File: config.mk
export PLATFORM = sky130hd
export DESIGN_NAME = pc_fetch_unit
export DESIGN_NICKNAME = d
export VERILOG_FILES = /design/src/rtl/pc_fetch_unit_pkg.sv /design/src/rtl/pc_fetch_unit_mux2.sv /design/src/rtl/pc_fetch_unit.sv
export SDC_FILE = /design/constraint.sdc
export NUM_CORES = 1
export LEC_CHECK = 0
export CAP_MARGIN = 5
export CORE_MARGIN = 8
export CORE_UTILIZATION = 45
export DETAILED_ROUTE_END_ITERATION = 7
export GPL_TIMING_DRIVEN = 0
export PLACE_DENSITY = 0.88
export SETUP_SLACK_MARGIN = 0.1
export SLEW_MARGIN = 40
export SYNTH_ARGS = -nofsm -noshare
export SYNTH_HDL_FRONTEND = slang
export SYNTH_HIERARCHICAL = 1
export SYNTH_SLANG_ARGS = --single-unit
File: constraint.sdc
create_clock -name clk -period 3.3 [get_ports clk]
set_clock_uncertainty 0.05 [all_clocks]
set_input_delay 0.495 -clock clk [delete_from_list [all_inputs] [get_ports clk]]
set_output_delay 0.495 -clock clk [all_outputs]
set_load 0.02 [all_outputs]
File: src/rtl/pc_fetch_unit_pkg.sv
// Shared definitions for the PC / fetch-control stage.
//   fetch_state_t    : FSM encoding (FETCH = normal fetch, SQUASH = drop in-flight access)
//   PC_INCR          : sequential PC increment
//   DEFAULT_RESET_PC : default reset vector
package pc_fetch_unit_pkg;

  typedef enum logic {
    FETCH  = 1'b0,
    SQUASH = 1'b1
  } fetch_state_t;

  localparam logic [31:0] PC_INCR          = 32'd4;
  localparam logic [31:0] DEFAULT_RESET_PC = 32'h0000_0000;

endpackage

File: src/rtl/pc_fetch_unit_mux2.sv
// Generic 32-bit 2:1 multiplexer used for next-PC selection.
//   d0  : selected when sel = 0
//   d1  : selected when sel = 1
//   sel : select
//   y   : output
module mux2_1_32bit (
  input  logic [31:0] d0,
  input  logic [31:0] d1,
  input  logic        sel,
  output logic [31:0] y
);

  assign y = sel ? d1 : d0;

endmodule

File: src/rtl/pc_fetch_unit.sv
// Program-counter register and instruction-fetch control.
// Holds the PC, drives the instruction-memory request, delivers fetched
// PCs to IF/ID and squashes the in-flight access when a redirect arrives
// before the memory has answered.
//   clk, reset          : clock, synchronous active-high reset
//   stall               : decode cannot accept an instruction this cycle
//   branch_taken/target : branch redirect
//   jump/jump_target    : jump redirect (wins over branch)
//   imem_ready          : memory completes the access this cycle
//   imem_req, imem_addr : fetch request and address (address = pc)
//   pc                  : current PC register
//   fetch_valid         : one-cycle pulse, fetch_pc/fetch_pc_plus4 are valid
//   fetch_pc(_plus4)    : PC of delivered instruction and that PC + 4
module pc_fetch_unit
  import pc_fetch_unit_pkg::*;
#(
  parameter logic [31:0] RESET_PC = DEFAULT_RESET_PC
) (
  input  logic        clk,
  input  logic        reset,
  input  logic        stall,
  input  logic        branch_taken,
  input  logic [31:0] branch_target,
  input  logic        jump,
  input  logic [31:0] jump_target,
  input  logic        imem_ready,
  output logic        imem_req,
  output logic [31:0] imem_addr,
  output logic [31:0] pc,
  output logic        fetch_valid,
  output logic [31:0] fetch_pc,
  output logic [31:0] fetch_pc_plus4
);

  fetch_state_t state, state_nxt;

  logic [31:0] pc_nxt;
  logic [31:0] pend_target, pend_target_nxt;
  logic        fetch_valid_nxt;
  logic [31:0] fetch_pc_nxt;
  logic [31:0] fetch_pc_plus4_nxt;

  logic [31:0] seq_pc;
  logic [31:0] br_sel;
  logic [31:0] redir_raw;
  logic [31:0] target;
  logic [31:0] squash_pc;
  logic        redirect;
  logic        complete;

  assign seq_pc    = pc + PC_INCR;
  assign redirect  = jump | branch_taken;
  assign complete  = imem_req & imem_ready;
  assign imem_addr = pc;

  // Next-PC selection: sequential / branch, then that / jump (jump wins).
  mux2_1_32bit u_mux_branch (
    .d0  (seq_pc),
    .d1  (branch_target),
    .sel (branch_taken),
    .y   (br_sel)
  );

  mux2_1_32bit u_mux_jump (
    .d0  (br_sel),
    .d1  (jump_target),
    .sel (jump),
    .y   (redir_raw)
  );

  // Instruction addresses are word aligned; drop any stray low bits.
  assign target = redir_raw & ~32'h3;

  // Leaving SQUASH: a redirect arriving in the completing cycle beats
  // the stored pending target.
  mux2_1_32bit u_mux_pend (
    .d0  (pend_target),
    .d1  (target),
    .sel (redirect),
    .y   (squash_pc)
  );

  always_comb begin
    state_nxt          = state;
    pc_nxt             = pc;
    pend_target_nxt    = pend_target;
    fetch_valid_nxt    = 1'b0;
    fetch_pc_nxt       = fetch_pc;
    fetch_pc_plus4_nxt = fetch_pc_plus4;
    case (state)
      FETCH: begin
        if (redirect && complete) begin
          pc_nxt = target;
        end else if (redirect) begin
          // Access still outstanding: let it finish, discard its data.
          pend_target_nxt = target;
          state_nxt       = SQUASH;
        end else if (complete && !stall) begin
          pc_nxt             = seq_pc;
          fetch_valid_nxt    = 1'b1;
          fetch_pc_nxt       = pc;
          fetch_pc_plus4_nxt = seq_pc;
        end
        // complete && stall: pc holds, same address re-fetched next cycle.
      end
      SQUASH: begin
        if (redirect) begin
          pend_target_nxt = target;
        end
        if (complete) begin
          pc_nxt    = squash_pc;
          state_nxt = FETCH;
        end
      end
      default: state_nxt = FETCH;
    endcase
  end

  // Stage boundary: PC, fetch control and IF/ID handoff registers.
  always_ff @(posedge clk) begin
    if (reset) begin
      state          <= FETCH;
      pc             <= RESET_PC;
      imem_req       <= 1'b0;
      pend_target    <= 32'h0;
      fetch_valid    <= 1'b0;
      fetch_pc       <= 32'h0;
      fetch_pc_plus4 <= 32'h0;
    end else begin
      state          <= state_nxt;
      pc             <= pc_nxt;
      imem_req       <= 1'b1;
      pend_target    <= pend_target_nxt;
      fetch_valid    <= fetch_valid_nxt;
      fetch_pc       <= fetch_pc_nxt;
      fetch_pc_plus4 <= fetch_pc_plus4_nxt;
    end
  end

endmodule

-- Word-level counts from Yosys, hierarchy flattened
Cells that the tools add are included.
- register bits: 131
- ROM bits: 0
- output and inout port bits: 130
- bits in writable memories: 0
- latch bits: 0
- input bits: 70
- memories: 0
- word-level logic and storage cells: 39
- mux-type cells: 16
- multipliers: 0
- shifts and indexed selects: 0
- reduce and logical (&&, ||, !) cells: 6
- div/mod/pow operators: 0
- order comparisons: 0
- bitwise operators: 5
- equal/unequal tests: 4
- add/subtract/negate cells: 1
- operators by type and width (kind ; number):
    $mux 32 ; 8
    $pmux 32 s2 ; 2
    $add 32x3->32 const B ; 1
    $ne 3x3->1 const B ; 2
    $mux 1 ; 5
    $reduce_and 4->1 ; 1
    $reduce_or 4->1 ; 1
    $not 1->1 ; 3
    $reduce_and 3->1 ; 1
    $logic_and 1x1->1 ; 2
    $ne 2x1->1 const B ; 1
    $ne 2x2->1 const B ; 1
    $pmux 1 s2 ; 1
    $and 1x1->1 ; 1
    $logic_not 1->1 ; 1
    $or 1x1->1 ; 1

-- Logic depth before layout (Yosys ltp)
- word-level depth: 6
- mapped depth: 12
- depth with buffers taken out: 12

-- Cells and area by module
The synthesis kept the hierarchy.
- by module, submodules not included (module ; seq. area each (sq um) ; cells an instance ; instances ; area each (sq um)):
    pc_fetch_unit ; 2542.4 ; 791 ; 1 ; 6135.9
    mux2_1_32bit ; 0.0 ; 36 ; 3 ; 544.3

-- Worst setup path before layout
Ideal clock, no wire load.
- path type: register to register
- start: register pc[12], in the netlist imem_addr[12]
- end: register pc[28], in the netlist imem_addr[28]
- arrival: 3.119 ns
- slack: 0.013 ns
- required time: 3.133 ns
- cell stages (with the launch flop): 13
- buffers on the path: 1
- setup time: 0.117 ns
- cell sequence: dfxtp_1 -> buf_2 -> nand4_1 -> nor4_4 -> and4_1 -> xor2_1 -> mux2_4 -> mux2_4 -> mux2_4 -> nor2_1 -> nor3_1 -> a221o_1 -> a32o_1
- cells in the longest elaborated chain, start to end: 6
- elaborated cells between the ends (all ways): 9
- those cells by class: add/sub (1); mux (8)
- RTL lines (what ; RTL line ; text):
    start: declaration ; pc_fetch_unit.sv:29 ; output logic [31:0] pc,
    start signal: assignment ; pc_fetch_unit.sv:131 ; pc <= pc_nxt;
    $add 32x3->32 ; pc_fetch_unit.sv:51 ; assign seq_pc = pc + PC_INCR;
    named net seq_pc[28] ; pc_fetch_unit.sv:43 ; logic [31:0] seq_pc;
    $mux 32 ; pc_fetch_unit_mux2.sv:13 ; assign y = sel ? d1 : d0;
    named net br_sel[28] ; pc_fetch_unit.sv:44 ; logic [31:0] br_sel;
    $mux 32 ; pc_fetch_unit_mux2.sv:13 ;
    named net redir_raw[28] ; pc_fetch_unit.sv:45 ; logic [31:0] redir_raw;
    $mux 32 ; -- ;
    named net squash_pc[28] ; pc_fetch_unit.sv:47 ; logic [31:0] squash_pc;
    $mux 32 ; pc_fetch_unit.sv:110 ; if (complete) begin
    $pmux 32 s2 ; pc_fetch_unit.sv:90 ; case (state)
The timed path passes the listed nets, and every way through them passes these cells. The select of a mux whose other input is x is not followed.
A chain may end at the register's enable or synchronous reset.

-- Final worst setup path
- start: register pc[20], in the netlist imem_addr[20]
- end: register pc[28], in the netlist imem_addr[28]
The elaborated chain is that of the path after synthesis.

==> metrics <==
CP Class=flip-flop to flip-flop; hold path startpoint=fetch_pc[17]$_SDFFE_PP0P_; initial antenna violation count=1; Final nets=1215; Clk pin slew, worst setup/hold paths=0.06 ns; drt first-iter violations=916; clk_lat worst skew=between 0.4 and 0.5 ns; Ys Warns=6; final hold vios=0; top sig layer=met5; Hold Crit Class=flip-flop to flip-flop; CTS Buf Count=17; dpl ws=-0.368 ns; synthesized area per cell=around 8.6 µm²; Critical Path Sink Type=flip-flop; P_leak=0.00468 µW; count of final setup violators=0; critical path arrival=3.46 ns; Die W=between 100 and 150 µm; # IOs=200; Avg WL per Cell=around 21 µm; CP Cell Sequence=clkbuf_2 -> nand3_2 -> nor3_4 -> and4_4 -> xor2_4 -> mux2_4 -> mux2_4 -> mux2_4 -> nor2_4 -> nor3_1 -> a221o_1 -> a32o_1; Diodes inserted=0; Root Driver=clkbuf_16; post-route setup slack=0.108 ns; Max-slew headroom=38.4%; Cells after Synth=around 900; Worst path max stage delay=0.40 ns; total gr overflow=0; highest clock rate=313 MHz; DRT Wirelength=29400 µm; Startpoint Class=flip-flop; area grow syn2layout=44.8%; clk sinks=127; Pins Over Slew Limit=0; clk buf depth=2; via count=8183; DIE AREA=0.0216 mm²; layout cells sized above 1=23.4%; dpl cells=1318; Final Non-Filler Cells=approximately 1.4k; sum of routed wire segments on met1=about 11000 µm; First-pass DRT Iterations=6; status=finished clean; via/cell ratio=5.93; first-pass GRT wire length=43700 µm; DRC Markers=0; Post-DRT Antenna Nets=0; fin crit share=between 90% and 100%; H-tree levels=4; worst r2r src=imem_addr[20]$_SDFFE_PP0P_; VDD IR-drop max=0.403 mV; number of max-cap violations=0; GR Util All Layers=25.8%; Least-Margin Pin Slew=0.920 ns; crit path launch=imem_addr[20]$_SDFFE_PP0P_; RSZ-0062 raised after global routing=yes; Slowest-stage cell, CP=dfxtp_1; DR WL met3=between 3000 and 4000 µm; number of global-route vias before repair=a little under 8k; core area=roughly 0.017 mm²; Port-buffer cells=roughly 200; Met2 Wirelength=13600 µm; Post-Syn Area=0.00771 mm²; DIE HEIGHT=147 µm; hold_ws=0.401 ns; power density over the cells=427 mW/mm²; RD Place Congestion=0.969; WP data required=3.57 ns; Final min period=3.19 ns; largest net degree at the start of global routing=17; Initial Utilization=45.4%; Crit Path Max Fanout=9; Post-DP HPWL=about 21000 µm; CTS tree=yes; row count=48; most used cell, CP=mux2_4; Hold Buf Count CTS=0
==> through the flow <==
step	setup TNS [ns]	power, µW	area, µm²	util [%]
final	0	4770	11200	65.7
after global routing	0	4890	11200	65.7
after CTS	0	4720	10800	63.8
after detailed placement	-10.75	2650	9960	58.6
after global placement	-7.61	2630	9960	58.6
after floorplan	0	2270	7730	-
==> final cells by class <==
type	instances	area [µm²]
flip-flops and latches	127	2570
repair buffers	227	2200
plain buffers	111	781
well taps	225	282
clock buffers	20	457
multi-input cells	650	4640
clock inverters	11	186
fillers	1327	5830
inverters	10	41.3
==> state kept, by name (all words and copies together), names as in the netlist <==
signal and flops:
pend_target 30, fetch_pc_plus4 30, imem_req 1, fetch_valid 1, imem_addr 32, state 1
fetch_pc 32
==> worst paths after layout <==
kind                                     end  slack [ns]  depth (start not counted)
setup / recovery  imem_addr[28]$_SDFFE_PP0P_        0.11                         12
hold / removal     fetch_pc[17]$_SDFFE_PP0P_        0.40                          2
setup reg to reg  imem_addr[28]$_SDFFE_PP0P_        0.11                         12
hold reg to reg    fetch_pc[17]$_SDFFE_PP0P_        0.40                          2
==> routing by layer <==
metal	vias up	GRT usage, %
met5	-	0
li1	3588	-
met3	132	8.31
met1	3910	29.7
met4	2	13.8
met2	551	41.9
==> cells in the final DEF, fill, tap and decap left out, types with 12 or more instances in the layout <==
cell type	n
a21oi_1	92
buf_4	71
clkbuf_1	50
clkbuf_16	17
clkdlybuf4s50_1	195
dfxtp_1	109
dfxtp_2	14
mux2_4	88
nand2_1	179
nand2b_1	18
nand3_1	15
nor2_1	37
nor3_1	12
o211a_1	19
o21ai_0	34
xnor2_1	12
==> where the power goes <==
part | leakage (µW) | internal [µW] | switching, µW
Sequential | 0.00104 | 1600 | 75.7
Combinational | 0.00332 | 504 | 511
Clock | 0.000316 | 1370 | 703
==> worst max-delay path, delay by kind of cell, from the launching register on <==
family / cells / cell delay (ns)
AND/OR/NAND/NOR: 5 / 0.87
flip-flops: 1 / 0.40
AO/OA/AOI/OAI: 2 / 0.52
XOR/XNOR: 1 / 0.09
multiplexers: 3 / 0.88
buffers and inverters: 1 / 0.26
==> timing repair <==
item	4_1_cts	5_1_grt
pin swaps	6	12
endpoints found under the setup margin	14	12
resized for setup	37	48
setup buffers	12	20
No activity file was read; power rests on OpenSTA's default activity.
